### src/rtl/seq_det_pkg.sv
// Shared types for the parametrised Moore sequence detector.
package seq_det_pkg;

  typedef enum logic [1:0] {
    S_FILL   = 2'd0,
    S_HUNT   = 2'd1,
    S_DETECT = 2'd2
  } state_e;

endpackage

### src/rtl/sat_counter.sv
// Saturating up-counter with clear; clear plus increment in one cycle yields 1.
module sat_counter #(
  parameter int W = 8
) (
  input  logic         clk,
  input  logic         rstn,
  input  logic         inc,
  input  logic         clr,
  output logic [W-1:0] count,
  output logic         sat
);

  logic [W-1:0] count_q, count_d;
  logic         sat_q;

  always_comb begin
    count_d = count_q;
    if (clr)
      count_d = inc ? W'(1) : '0;
    else if (inc && (count_q != '1))
      count_d = count_q + W'(1);
  end

  always_ff @(posedge clk) begin
    if (!rstn) begin
      count_q <= '0;
      sat_q   <= 1'b0;
    end else begin
      count_q <= count_d;
      sat_q   <= (count_d == '1);
    end
  end

  assign count = count_q;
  assign sat   = sat_q;

endmodule

### src/rtl/seq_detector_moore_param.sv
// Moore detector of a runtime-loadable PAT_W-bit pattern in a valid-qualified
// serial stream, with overlap/non-overlap modes and a saturating match counter.
module seq_detector_moore_param #(
  parameter int               PAT_W     = 4,
  parameter logic [PAT_W-1:0] PAT_RESET = PAT_W'(4'b1011),
  parameter int               CNT_W     = 8
) (
  input  logic             clk,
  input  logic             rstn,
  input  logic             din_valid,
  input  logic             din,
  input  logic             pat_load,
  input  logic [PAT_W-1:0] pattern_in,
  input  logic             overlap_en,
  input  logic             cnt_clr,
  output logic             dout_moore,
  output logic [CNT_W-1:0] match_count,
  output logic             count_sat
);

  import seq_det_pkg::*;

  localparam int             FW        = $clog2(PAT_W + 1);
  localparam logic [FW-1:0]  FILL_FULL = FW'(PAT_W);

  state_e           state_q, state_d;
  logic [PAT_W-1:0] hist_q, hist_d, pat_q, pat_d;
  logic [FW-1:0]    fill_q, fill_d;
  logic [PAT_W-1:0] hist_sh;
  logic [FW-1:0]    fill_inc;
  logic             sh_match;

  // Oldest bit falls off the top; the cast keeps the low PAT_W bits.
  assign hist_sh  = PAT_W'({hist_q, din});
  assign fill_inc = fill_q + FW'(1);
  assign sh_match = (hist_sh == pat_q);

  always_comb begin
    state_d = state_q;
    hist_d  = hist_q;
    fill_d  = fill_q;
    pat_d   = pat_q;
    if (pat_load) begin
      pat_d   = pattern_in;
      hist_d  = '0;
      fill_d  = '0;
      state_d = S_FILL;
    end else begin
      unique case (state_q)
        S_FILL: if (din_valid) begin
          hist_d = hist_sh;
          fill_d = fill_inc;
          if (fill_inc == FILL_FULL)
            state_d = sh_match ? S_DETECT : S_HUNT;
        end
        S_HUNT: if (din_valid) begin
          hist_d  = hist_sh;
          state_d = sh_match ? S_DETECT : S_HUNT;
        end
        S_DETECT: begin
          if (!din_valid) begin
            if (overlap_en) begin
              state_d = S_HUNT;
            end else begin
              state_d = S_FILL;
              hist_d  = '0;
              fill_d  = '0;
            end
          end else if (overlap_en) begin
            hist_d  = hist_sh;
            state_d = sh_match ? S_DETECT : S_HUNT;
          end else begin
            // Non-overlap restarts the window with this bit as its first.
            hist_d  = PAT_W'(din);
            fill_d  = FW'(1);
            state_d = ((PAT_W == 1) && (din == pat_q[0])) ? S_DETECT : S_FILL;
          end
        end
        default: begin
          state_d = S_FILL;
          hist_d  = '0;
          fill_d  = '0;
        end
      endcase
    end
  end

  always_ff @(posedge clk) begin
    if (!rstn) begin
      state_q <= S_FILL;
      hist_q  <= '0;
      fill_q  <= '0;
      pat_q   <= PAT_RESET;
    end else begin
      state_q <= state_d;
      hist_q  <= hist_d;
      fill_q  <= fill_d;
      pat_q   <= pat_d;
    end
  end

  assign dout_moore = (state_q == S_DETECT);

  // S_DETECT never holds without a fresh match, so any next-state of
  // S_DETECT is an entry, back-to-back re-entries included.
  sat_counter #(.W(CNT_W)) u_cnt (
    .clk   (clk),
    .rstn  (rstn),
    .inc   (state_d == S_DETECT),
    .clr   (cnt_clr),
    .count (match_count),
    .sat   (count_sat)
  );

endmodule

### config.mk
export PLATFORM = sky130hd
export DESIGN_NAME = seq_detector_moore_param
export DESIGN_NICKNAME = d
export VERILOG_FILES = /design/src/rtl/seq_det_pkg.sv /design/src/rtl/sat_counter.sv /design/src/rtl/seq_detector_moore_param.sv
export SDC_FILE = /design/constraint.sdc
export NUM_CORES = 1
export LEC_CHECK = 0
export CAP_MARGIN = 25
export CORE_MARGIN = 1.5
export CORE_UTILIZATION = 50
export DETAILED_ROUTE_END_ITERATION = 6
export HOLD_SLACK_MARGIN = 0.03
export PLACE_DENSITY_LB_ADDON = 0.1
export SLEW_MARGIN = 40
export SYNTH_ARGS = -nofsm -noshare
export SYNTH_HDL_FRONTEND = slang
export SYNTH_SLANG_ARGS = --single-unit
export TNS_END_PERCENT = 20
### constraint.sdc
create_clock -name clk -period 3.9 [get_ports clk]
set_clock_uncertainty 0.15 [all_clocks]
set_input_delay 1.17 -clock clk [delete_from_list [all_inputs] [get_ports clk]]
set_output_delay 1.17 -clock clk [all_outputs]
set_load 0.1 [all_outputs]
== Yosys cells after proc, flatten, opt, wreduce, memory -nomap -nowiden ==
Cells that the tools add are included.

* Flip-flop bits (word level): 21
* Memories kept: 0
* Memory bits (writable): 0
* Bits of input ports: 11
* ROM bits: 0
* Bits in latches: 0

* Reduce and logical (&&, ||, !) cells: 6
* Bitwise gates (word level): 2
* Add/sub/neg operators: 2
* Shift-type cells: 0
* $lt $le $gt $ge: 0
* Multiplexer cells: 22
* $mul: 0
* Div/mod/pow operators: 0
* Equal/unequal tests: 11

{| class="wikitable"
|+ Operators with widths
! kind !! number
|-
| two-way mux 3 bit || 8
|-
| two-way mux 8 bit || 2
|-
| two-way mux 2 bit || 7
|-
| one-hot mux 3 bit (3 select lines) || 1
|-
| adder 8 x 1 -> 8 bit (second input constant) || 1
|-
| == test 8 bit (second input constant) || 1
|-
| inequality test 8 bit (second input constant) || 1
|-
| one-hot mux 2 bit (3 select lines) || 1
|-
| one-hot mux 3 bit (2 select lines) || 1
|-
| == test 2 bit (second input constant) || 2
|-
| == test 4 bit || 1
|-
| inequality test 2 bit (second input constant) || 2
|-
| OR reduction 2 bit || 2
|-
| adder 3 x 1 -> 3 bit (second input constant) || 1
|-
| == test 3 bit (second input constant) || 1
|-
| inequality test 3 bit (second input constant) || 1
|-
| AND reduction 3 bit || 1
|-
| == test 2 x 1 -> 1 bit (second input constant) || 1
|-
| logical NOT 2 bit || 1
|-
| two-way mux 1 bit || 2
|-
| inequality test 2 x 1 -> 1 bit (second input constant) || 1
|-
| NOT 1 bit || 2
|-
| AND reduction 2 bit || 1
|-
| logical AND 1 bit || 1
|}

== Longest topological paths before layout ==
Gate-level depths: netlist of the first run.

* Depth in word-level cells: 11
* Mapped depth: 9
* Mapped depth without buffers: 8

== Hierarchy ==
A second synthesis of the first run with hierarchy kept.

* Cell total of the unflattened synthesis: 135
* Area, all modules: 1182.4 µm²

{| class="wikitable"
|+ By module, submodules not included
! module !! area an instance (µm²) !! times used !! cells each
|-
| seq_detector_moore_param || 660.6 || 1 || 71
|-
| sat_counter || 521.8 || 1 || 64
|}

== Least setup slack after synthesis of the first run ==
OpenSTA, ideal clock, no wires.

* Path kind: register -> register
* Start point: register u_cnt.count_q[0], in the netlist u_cnt.count[0]
* End point: register u_cnt.sat_q, in the netlist u_cnt.sat
* Path slack: 1.208 ns
* Required time: 3.647 ns
* Period minus slack after synthesis: 2.692 ns
* Path buffers: 0
* Data arrival time: 2.438 ns
* Library setup time: 0.103 ns
* Stages on the path, launching flop included: 8
* Cells stage by stage: dfxtp_1 -> ha_1 -> nand3_1 -> nor2_1 -> nand2_1 -> nand2_2 -> nand3_1 -> a2111oi_2

* Word-level cells in the longest chain between the ends: 5

{| class="wikitable"
|+ Ends and longest elaborated chain
! what !! RTL line !! source
|-
| from (decl) || sat_counter.sv:13 || <nowiki>logic [W-1:0] count_q, count_d;</nowiki>
|-
| from (signal assigned) || sat_counter.sv:29 || <nowiki>count_q <= count_d;</nowiki>
|-
| parallel branches: the longest is 2 deep, another holds adder 8 x 1 -> 8 bit || -- ||
|-
| two-way mux 8 bit * || sat_counter.sv:20 || <nowiki>else if (inc && (count_q != '1))</nowiki>
|-
| two-way mux 8 bit * || sat_counter.sv:18 || <nowiki>if (clr)</nowiki>
|-
| == test 8 bit * || sat_counter.sv:30 || <nowiki>sat_q <= (count_d == '1);</nowiki>
|-
| to (signal assigned) || sat_counter.sv:30 ||
|-
| to (decl) || sat_counter.sv:14 || <nowiki>logic sat_q;</nowiki>
|}

Every way passes the cells marked *.
A chain may end at the register's enable or synchronous reset.

== Final worst setup path of the first run ==
* Start point: input port din
* End point: register u_cnt.sat_q, in the netlist u_cnt.sat

* Word-level cells in the longest chain between the ends: 11

{| class="wikitable"
|+ Ends and longest elaborated chain
! what !! RTL line !! source
|-
| from (decl) || seq_detector_moore_param.sv:11 || <nowiki>input logic din,</nowiki>
|-
| == test 4 bit * || seq_detector_moore_param.sv:36 || <nowiki>assign sh_match = (hist_sh == pat_q);</nowiki>
|-
| two-way mux 2 bit * || seq_detector_moore_param.sv:54, seq_detector_moore_param.sv:58, seq_detector_moore_param.sv:71 ||
|-
| two-way mux 2 bit, on equally long branches || seq_detector_moore_param.sv:69, seq_detector_moore_param.sv:53 ||
|-
| two-way mux 2 bit, on equally long branches || seq_detector_moore_param.sv:61, seq_detector_moore_param.sv:50 ||
|-
| one-hot mux 2 bit (3 select lines) * || seq_detector_moore_param.sv:49 || <nowiki>unique case (state_q)</nowiki>
|-
| two-way mux 2 bit * || seq_detector_moore_param.sv:43 || <nowiki>if (pat_load) begin</nowiki>
|-
| == test 2 bit * || seq_detector_moore_param.sv:109 || <nowiki>.inc (state_d == S_DETECT),</nowiki>
|-
| logical AND 1 bit || sat_counter.sv:20 ||
|-
| two-way mux 8 bit || sat_counter.sv:20 ||
|-
| two-way mux 8 bit * || sat_counter.sv:18 ||
|-
| == test 8 bit * || sat_counter.sv:30 ||
|}

Mark *: on every way between the ends. The rest lies on a longest branch, timed or not.

==> out/qor_table.md, run 1 <==
| Metric | This run | Unit |
| --- | --- | --- |
| Run status | finished clean | - |
| Ratio of routed vias to standard cells | 5.297 | - |
| Number of failing hold endpoints at the final stage | 0 | - |
| RePlAce Congestion | 0.8493 | - |
| Vias post-DR | 964 | - |
| Data required, critical path | 3950 | ps |
| F_max | 0.3231 | GHz |
| Number of fill cells | 207 | - |
| FP Rows | 17 | - |
| Max_slew headroom | 0.7109 | - |
| Cts bufs inserted | 3 | - |
| Die span in x | 51.22 | um |
| VDD IR max | 0.1702 | mV |
| TritonCTS Sinks | 21 | - |
| Fin. max-slew vios | 0 | - |
| Average wire length per cell after detail routing | 11.67 | um |
| Count of antenna diodes in the layout | 0 | - |
| Transition time at the pin with the least slew margin | 433.3 | ps |
| Main synth FF type | dfxtp_1 | - |
| Number of failing setup endpoints in the final timing report | 0 | - |
| Category of the worst setup path launch point | primary input | - |
| Unrepaired setup endpoints after global routing | no | - |
| PD cells | 263.4 | mW/mm2 |
| Synth Warn # | 0 | - |
| CTS root buffer | clkbuf_4 | - |
| Buffers inserted by post-CTS timing repair | 0 | - |
| Buffers added on ports | 20 | - |
| Total wirelength of the detailed-routed design | 2124 | um |
| Commonest cells after routing, fill and taps aside | dfxtp_1 (21), nor2_1 (17), nand2_1 (14) | - |
| Area growth from synthesis to final layout | 16.79 | % |
| Number of violations reported at the end of detailed-routing iteration 0 | 20 | - |
| Multi-input gate area | 674.4 | um2 |
| Share of the cycle needed by the critical path after routing | 0.7935 | - |
| H-tree levels | 1 | - |
| Total global routing track utilization | 0.1847 | - |
| Sequential element share of the synthesized area | 0.3617 | - |
| Minimum clock period | 3095 | ps |
| Maximum fanout count along the critical path | 12 | - |
| Mean Syn Cell Area | 8.547 | um2 |
| Most common cell after layout, fill and taps aside | dfxtp_1 | - |
| Synthesized instance count | 136 | - |
| Fraction of synthesis flops using an asynchronous set or reset pin | 0 | - |
| Count of flip-flops with a built-in enable after synthesis | 0 | - |
| Total leakage power | 0.5276 | nW |
| Yosys cell types | 40 | - |
| Initial core utilization | 0.5255 | - |
| IO Count | 21 | - |
| Synth Net Count | 150 | - |
| Netlist area before placement | 0.001162 | mm2 |
| Arr. time, crit path | 3140 | ps |
| Global route overflow | 0 | - |
| Clock tree from TritonCTS | built | - |
| Area inside the core boundary | 0.002212 | mm2 |
| Antenna violations before repair | 0 | - |
| Via count of the first global-routing pass | 846 | - |
| Maximum buffer depth of the clock tree | 2 | - |
| Area taken by flip-flops and latches | 420.4 | um2 |
| Max-cap check violation count | 0 | - |
| Antenna-violating nets left | 0 | - |
| DRC errors left | 0 | - |
| Global-route wire length before repair | 3677 | um |
| Worst skew pair latency | 290 | ps |
| Worst Hold Slack | 359.7 | ps |
| Drt first pass iters | 4 | - |
| Number of register bits inferred by synthesis | 21 | - |
| Fraction of final layout cells sized beyond drive strength 1 | 0.1558 | - |
| Worst min-delay path class | flop to flop | - |
| Kind of end point of the critical path | flop | - |
| Clock transition time at the flip-flop clock pins of the worst setup and hold paths | 120 | ps |
| Number of nets in the final layout | 169 | - |
| Cts hold-fix bufs | 0 | - |
| Pin count of the biggest net entering global routing | 13 | - |
| Die outline area | 0.002623 | mm2 |
| Setup TNS after final layout | 0 | ps |
| Dpl cells | 178 | - |
| Cell Count, Final, Fillers Out | 182 | - |
| Sum of net half-perimeters after detailed placement | 1669 | um |
| Post-cts resize count | 0 | - |
| Die Y-Extent | 51.22 | um |
| Critical path start-end classification | primary input to flop | - |
## cell usage after synthesis, types with 2 or more instances
cell type | number | area, um2
nand2b_1 | 3 | 18.77
a21oi_1 | 9 | 45.04
nand2_1 | 14 | 52.55
xor2_1 | 7 | 61.31
ha_1 | 3 | 37.54
and3_1 | 3 | 18.77
buf_2 | 3 | 15.01
inv_1 | 4 | 15.01
nand3_1 | 9 | 45.04
xnor2_1 | 2 | 17.52
dfxtp_1 | 21 | 420.4
nor2_1 | 17 | 63.81
o21ai_0 | 2 | 10.01
buf_4 | 3 | 22.52
nor3_1 | 4 | 20.02
mux2i_1 | 8 | 80.08
## stage by stage
step                instance area (um2)  total power, W  utilization  setup slack (ps)
detailed placement                 1331       0.0002587       0.6018             481.0
finish                             1358       0.0003576       0.6137             805.5
CTS                                1358       0.0003628       0.6137             802.0
global placement                   1331       0.0002580       0.6018             567.1
floorplan                          1162       0.0002435            -              1208
global route                       1358       0.0003785       0.6137             694.7
## worst max-delay path, cell delays in order
cell and delay [ps]:
clkdlybuf4s50_1 430, xor2_1 170, nor3_2 160, and4b_1 490, a21oi_1 120, or3_4 390, a2111oi_2 210
## path summary, 6_finish.rpt
| kind | cells past startpoint | from | slack, ps | endpoint |
|---|---|---|---|---|
| worst max-delay path | 7 | din | 810 | u_cnt.sat |
| worst min-delay path | 2 | pat_q[0] | 360 | pat_q[0] |
| worst max register to register | 8 | fill_q[0] | 1470 | u_cnt.sat |
| worst min register to register | 2 | pat_q[0] | 360 | pat_q[0] |
## power breakdown
group          total [W]  internal, W  switching (W)
clock network   0.000104    0.0000397      0.0000641
registers       0.000221     0.000218     0.00000271
logic          0.0000330    0.0000180      0.0000150
## routing by layer
| metal | vias up | wire length [um] | GRT usage |
|---|---|---|---|
| met2 | 24 | 897 | 0.2835 |
| met4 | 0 | 36 | 0.06579 |
| li1 | 513 | - | - |
| met5 | - | 0 | 0 |
| met3 | 4 | 107 | 0.03509 |
| met1 | 423 | 1082 | 0.2582 |
## cells by family after synthesis
kind of cell | count (synthesis) | share of synthesized area
simple gates | 62 | 0.2799
xor+xnor | 9 | 0.06782
mux | 8 | 0.06889
flops | 21 | 0.3617
fa+ha+maj | 3 | 0.03230
buf+inv | 12 | 0.05811
compound gates | 21 | 0.1313
## area by class of cell
| class | count | share of cell area |
|---|---|---|
| clock buffer | 4 | 0.01935 |
| timing repair buffer | 21 | 0.1346 |
| inverter | 5 | 0.01382 |
| sequential | 21 | 0.3097 |
| tap | 28 | 0.02581 |
| multi-input combinational | 103 | 0.4968 |
## registers in the layout, indices dropped and copies added (netlist names)
register	count
u_cnt.sat	1
pat_q	4
hist_q	3
u_cnt.count	8
state_q	2
fill_q	3
Note: power is estimated with default switching activity, not from simulation.
==> run 2: changes to the inputs <==
==> constraint.sdc (replaced) <==
create_clock -name clk -period 3 [get_ports clk]
set_clock_uncertainty 0.15 [all_clocks]
set_input_delay 0.9 -clock clk [delete_from_list [all_inputs] [get_ports clk]]
set_output_delay 0.9 -clock clk [all_outputs]
set_load 0.1 [all_outputs]
==> out/qor_table.md, run 2 (synthesis gave the netlist of run 1 again) <==
| Metric | This run | Unit |
| --- | --- | --- |
| Total leakage power | 0.5426 | nW |
| Setup TNS after final layout | 0 | ps |
| Transition time at the pin with the least slew margin | 327.9 | ps |
| Global route overflow | 0 | - |
| Initial core utilization | 0.5255 | - |
| Number of failing setup endpoints in the final timing report | 0 | - |
| Flip-flop count of the largest register, all copies and words added | 8 | - |
| Arr. time, crit path | 2670 | ps |
| Crit-path cells | clkdlybuf4s50_1 -> xor2_1 -> nor3_2 -> and4b_1 -> buf_4 -> nand2_2 -> mux2i_1 -> a2111oi_2 | - |
| Data required, critical path | 3070 | ps |
| Dpl cells | 181 | - |
| Final standard cell utilization of the core | 0.6239 | - |
| Total wirelength of the detailed-routed design | 2252 | um |
| IO Count | 21 | - |
| Sum of net half-perimeters after detailed placement | 1776 | um |
| Drt first pass iters | 4 | - |
| Count of antenna diodes in the layout | 0 | - |
| TritonCTS Sinks | 21 | - |
| Most common cell after layout, fill and taps aside | dfxtp_1 | - |
| Maximum buffer depth of the clock tree | 2 | - |
| Share of the cycle needed by the critical path after routing | 0.8664 | - |
| Maximum fanout count along the critical path | 8 | - |
| Pin count of the biggest net entering global routing | 12 | - |
| Average wire length per cell after detail routing | 12.17 | um |
| Kind of cell adding the most delay to the critical path | buffers and inverters | - |
| Vias post-DR | 1,013 | - |
| Cell Count, Final, Fillers Out | 185 | - |
| Worst skew pair latency | 310 | ps |
| Clock transition time at the flip-flop clock pins of the worst setup and hold paths | 120 | ps |
| Max_slew headroom | 0.7811 | - |
| Antenna-violating nets left | 0 | - |
| Fraction of final layout cells sized beyond drive strength 1 | 0.1720 | - |
| Buffers inserted by post-CTS timing repair | 0 | - |
| Die span in x | 51.22 | um |
| F_max | 0.3847 | GHz |
| Worst R2R Path Depth | 8 | - |
| Final non-filler cell area | 0.001380 | mm2 |
| Cts bufs inserted | 3 | - |
| DRC errors left | 0 | - |
| H-tree levels | 1 | - |
| Kind of end point of the critical path | flop | - |
| Run status | finished clean | - |
| Max-cap check violation count | 0 | - |
| Ratio of routed vias to standard cells | 5.476 | - |
| Minimum clock period | 2599 | ps |
| Cts hold-fix bufs | 0 | - |
| Clock tree from TritonCTS | built | - |
| Antenna violations before repair | 0 | - |
| Die outline area | 0.002623 | mm2 |
| Number of nets in the final layout | 172 | - |
| Number of failing hold endpoints at the final stage | 0 | - |
| Unrepaired setup endpoints after global routing | no | - |
| Area inside the core boundary | 0.002212 | mm2 |
| Placed instance area | 0.001354 | mm2 |
| Category of the worst setup path launch point | primary input | - |
| Global-route wire length before repair | 3808 | um |
| Number of fill cells | 192 | - |
| Hold Path Stages | 2 | - |
| FP Rows | 17 | - |
| Crit path buf inv count | 2 | - |
| Largest incremental delay on the critical path | 440 | ps |
| Via count of the first global-routing pass | 908 | - |
| Area growth from synthesis to final layout | 18.73 | % |
| Worst min-delay path class | flop to flop | - |
| Die Y-Extent | 51.22 | um |
| Critical path start-end classification | primary input to flop | - |
| RePlAce Congestion | 0.8279 | - |
| Buffers added on ports | 20 | - |
| Place WS | 95.00 | ps |
| Cell with the biggest individual delay on the critical path | clkdlybuf4s50_1 | - |
| Total global routing track utilization | 0.1871 | - |
| PD cells | 343.6 | mW/mm2 |
| Cell count along the critical path | 8 | - |
| Number of violations reported at the end of detailed-routing iteration 0 | 22 | - |
| CTS root buffer | clkbuf_4 | - |
| Commonest cells after routing, fill and taps aside | dfxtp_1 (21), nor2_1 (17), nand2_1 (14), buf_4 (14), clkdlybuf4s50_1 (10) | - |
| VDD IR max | 0.2397 | mV |
| Final WS setup | 400.9 | ps |
| Fin. max-slew vios | 0 | - |
| Post-cts resize count | 0 | - |
==> run 2: final cells by class <==
type,count,area (um2),share of cell area
flip-flops and latches,21,420.4,0.3046
clock buffers,4,26.28,0.01904
inverters,5,18.77,0.01360
well taps,28,35.03,0.02539
repair buffers,24,205.2,0.1487
multi-input cells,103,674.4,0.4887
==> run 2: metrics by stage <==
step	power [W]	hold slack, ps
after floorplan	0.0003165	307.0
after global placement	0.0003378	325.2
after detailed placement	0.0003388	331.1
after CTS	0.0004743	360.8
after global routing	0.0004905	399.5
final	0.0004743	355.9
==> run 2: power by group <==
part	switching, W	total (W)	internal, W
Clock	0.0000902	0.000142	0.0000519
Combinational	0.0000200	0.0000451	0.0000251
Sequential	0.00000356	0.000287	0.000284
==> run 2: path summary, 6_finish.rpt <==
path | startpoint | endpoint | slack, ps
max reg2reg | fill_q[0] | u_cnt.sat | 780
min reg2reg | fill_q[2] | fill_q[2] | 360
min | fill_q[2] | fill_q[2] | 360
max | din | u_cnt.sat | 400
==> run 2: routing by layer <==
layer,part of all wire,vias up,track usage
li1,-,515,-
met1,0.50,463,0.2650
met2,0.43,33,0.2792
met3,0.065,2,0.05263
met4,0.0040,0,0.04825
met5,0,-,0
==> run 2: worst reg2reg max path, stage by stage, from the launching register on <==
cell       delay [ps]
dfxtp_1           360
ha_1              200
ha_1              200
a21oi_1           190
o2bb2ai_2          90
and4b_1           230
and4_1            190
or3_4             330
a2111oi_2         190
==> run 3: changes to the inputs <==
--- a/config.mk
+++ b/config.mk
@@ -10,7 +10,7 @@
 export CORE_UTILIZATION = 50
 export DETAILED_ROUTE_END_ITERATION = 6
 export HOLD_SLACK_MARGIN = 0.03
-export PLACE_DENSITY_LB_ADDON = 0.1
+export PLACE_DENSITY = 0.77
 export SLEW_MARGIN = 40
 export SYNTH_ARGS = -nofsm -noshare
 export SYNTH_HDL_FRONTEND = slang
==> out/qor_table.md, run 3 (synthesis gave the netlist of run 1 again) <==
| Metric | This run | Unit |
| --- | --- | --- |
| Max_slew headroom | 0.7837 | - |
| F_max | 0.3845 | GHz |
| Global-route wire length before repair | 3981 | um |
| Ratio of routed vias to standard cells | 5.443 | - |
| Global route overflow | 0 | - |
| Buffers added on ports | 20 | - |
| Area inside the core boundary | 0.002212 | mm2 |
| Unrepaired setup endpoints after global routing | no | - |
| Buffers inserted by post-CTS timing repair | 0 | - |
| Minimum clock period | 2601 | ps |
| CTS root buffer | clkbuf_4 | - |
| Kind of end point of the critical path | flop | - |
| Worst skew pair latency | 300 | ps |
| Share of the cycle needed by the critical path after routing | 0.8669 | - |
| Cts bufs inserted | 3 | - |
| Pin count of the biggest net entering global routing | 12 | - |
| Transition time at the pin with the least slew margin | 324.0 | ps |
| H-tree levels | 1 | - |
| Setup TNS after final layout | 0 | ps |
| Total global routing track utilization | 0.2004 | - |
| Critical path start-end classification | primary input to flop | - |
| Die Y-Extent | 51.22 | um |
| Flip-flop count of the largest register, all copies and words added | 8 | - |
| VDD IR max | 0.2809 | mV |
| Count of antenna diodes in the layout | 0 | - |
| Die span in x | 51.22 | um |
| Initial core utilization | 0.5255 | - |
| Total wirelength of the detailed-routed design | 2308 | um |
| Category of the worst setup path launch point | primary input | - |
| Final WS setup | 399.2 | ps |
| Number of nets in the final layout | 172 | - |
| Number of violations reported at the end of detailed-routing iteration 0 | 41 | - |
| Antenna-violating nets left | 0 | - |
| Most common cell after layout, fill and taps aside | dfxtp_1 | - |
| FP Rows | 17 | - |
| Via count of the first global-routing pass | 913 | - |
| DRC errors left | 0 | - |
| Antenna violations before repair | 0 | - |
| Fin. max-slew vios | 0 | - |
| Clock transition time at the flip-flop clock pins of the worst setup and hold paths | 110 | ps |
| Number of failing setup endpoints in the final timing report | 0 | - |
| IO Count | 21 | - |
| Worst min-delay path class | flop to flop | - |
| Average wire length per cell after detail routing | 12.48 | um |
| Number of failing hold endpoints at the final stage | 0 | - |
| Drt first pass iters | 4 | - |
| Run status | finished clean | - |
| Cts hold-fix bufs | 0 | - |
| Sum of net half-perimeters after detailed placement | 1778 | um |
| Total leakage power | 0.5423 | nW |
| TritonCTS Sinks | 21 | - |
| Die outline area | 0.002623 | mm2 |
| Fraction of final layout cells sized beyond drive strength 1 | 0.1720 | - |
| Area growth from synthesis to final layout | 18.73 | % |
| PD cells | 339.7 | mW/mm2 |
| Arr. time, crit path | 2660 | ps |
| Data required, critical path | 3060 | ps |
| Commonest cells after routing, fill and taps aside | dfxtp_1 (21), nor2_1 (17), nand2_1 (14), buf_4 (14), clkdlybuf4s50_1 (10) | - |
| Maximum buffer depth of the clock tree | 2 | - |
| Vias post-DR | 1,007 | - |
| Post-cts resize count | 0 | - |
| Maximum fanout count along the critical path | 8 | - |
| Clock tree from TritonCTS | built | - |
| Max-cap check violation count | 0 | - |
| RePlAce Congestion | 0.8256 | - |
| Place WS | 88.30 | ps |
run 3: cell counts in the layout (fill, tap and decap cells not counted):
Identical to the previous run, type by type.
run 3: per-stage QoR:
stage                      power, W  instances  hold slack [ps]    util  instance area, um2
final                     0.0004689        185            359.3  0.6239                1380
after global routing      0.0004888        185            395.9  0.6239                1380
after CTS                 0.0004737        185            362.3  0.6239                1380
after detailed placement  0.0003388        181            334.2  0.6120                1354
after global placement    0.0003379        181            325.4  0.6120                1354
after floorplan           0.0003165        136            307.0       -                1162
run 3: cell type report:
type | count | area [um2]
well taps | 28 | 35.03
inverters | 5 | 18.77
multi-input cells | 103 | 674.4
clock buffers | 4 | 26.28
flip-flops and latches | 21 | 420.4
repair buffers | 24 | 205.2
fillers | 201 | 832.0
run 3: final timing paths:
path / endpoint / slack [ps] / from / depth (start not counted)
max: u_cnt.sat / 400 / din / 8
min: pat_q[1] / 360 / pat_q[1] / 2
max reg2reg: u_cnt.sat / 770 / fill_q[0] / 8
min reg2reg: pat_q[1] / 360 / pat_q[1] / 2
run 3: layer usage:
metal | vias up | wire length [um] | global-route usage
li1 | 517 | - | -
met1 | 458 | 1152 | 0.2891
met2 | 28 | 1011 | 0.3030
met3 | 4 | 106 | 0.02632
met4 | 0 | 39 | 0.07895
met5 | - | 0 | 0
run 3: critical path: stages:
cell,delay (ps)
clkdlybuf4s50_1,440
xor2_1,160
nor3_2,160
and4b_1,300
buf_4,190
nand2_2,90
mux2i_1,140
a2111oi_2,270
run 3: report_power, final:
part | internal (W) | leakage, nW | switching [W] | total, W
logic | 0.0000251 | 0.357 | 0.0000204 | 0.0000454
clock network | 0.0000519 | 0.0150 | 0.0000844 | 0.000136
registers | 0.000283 | 0.170 | 0.00000370 | 0.000287
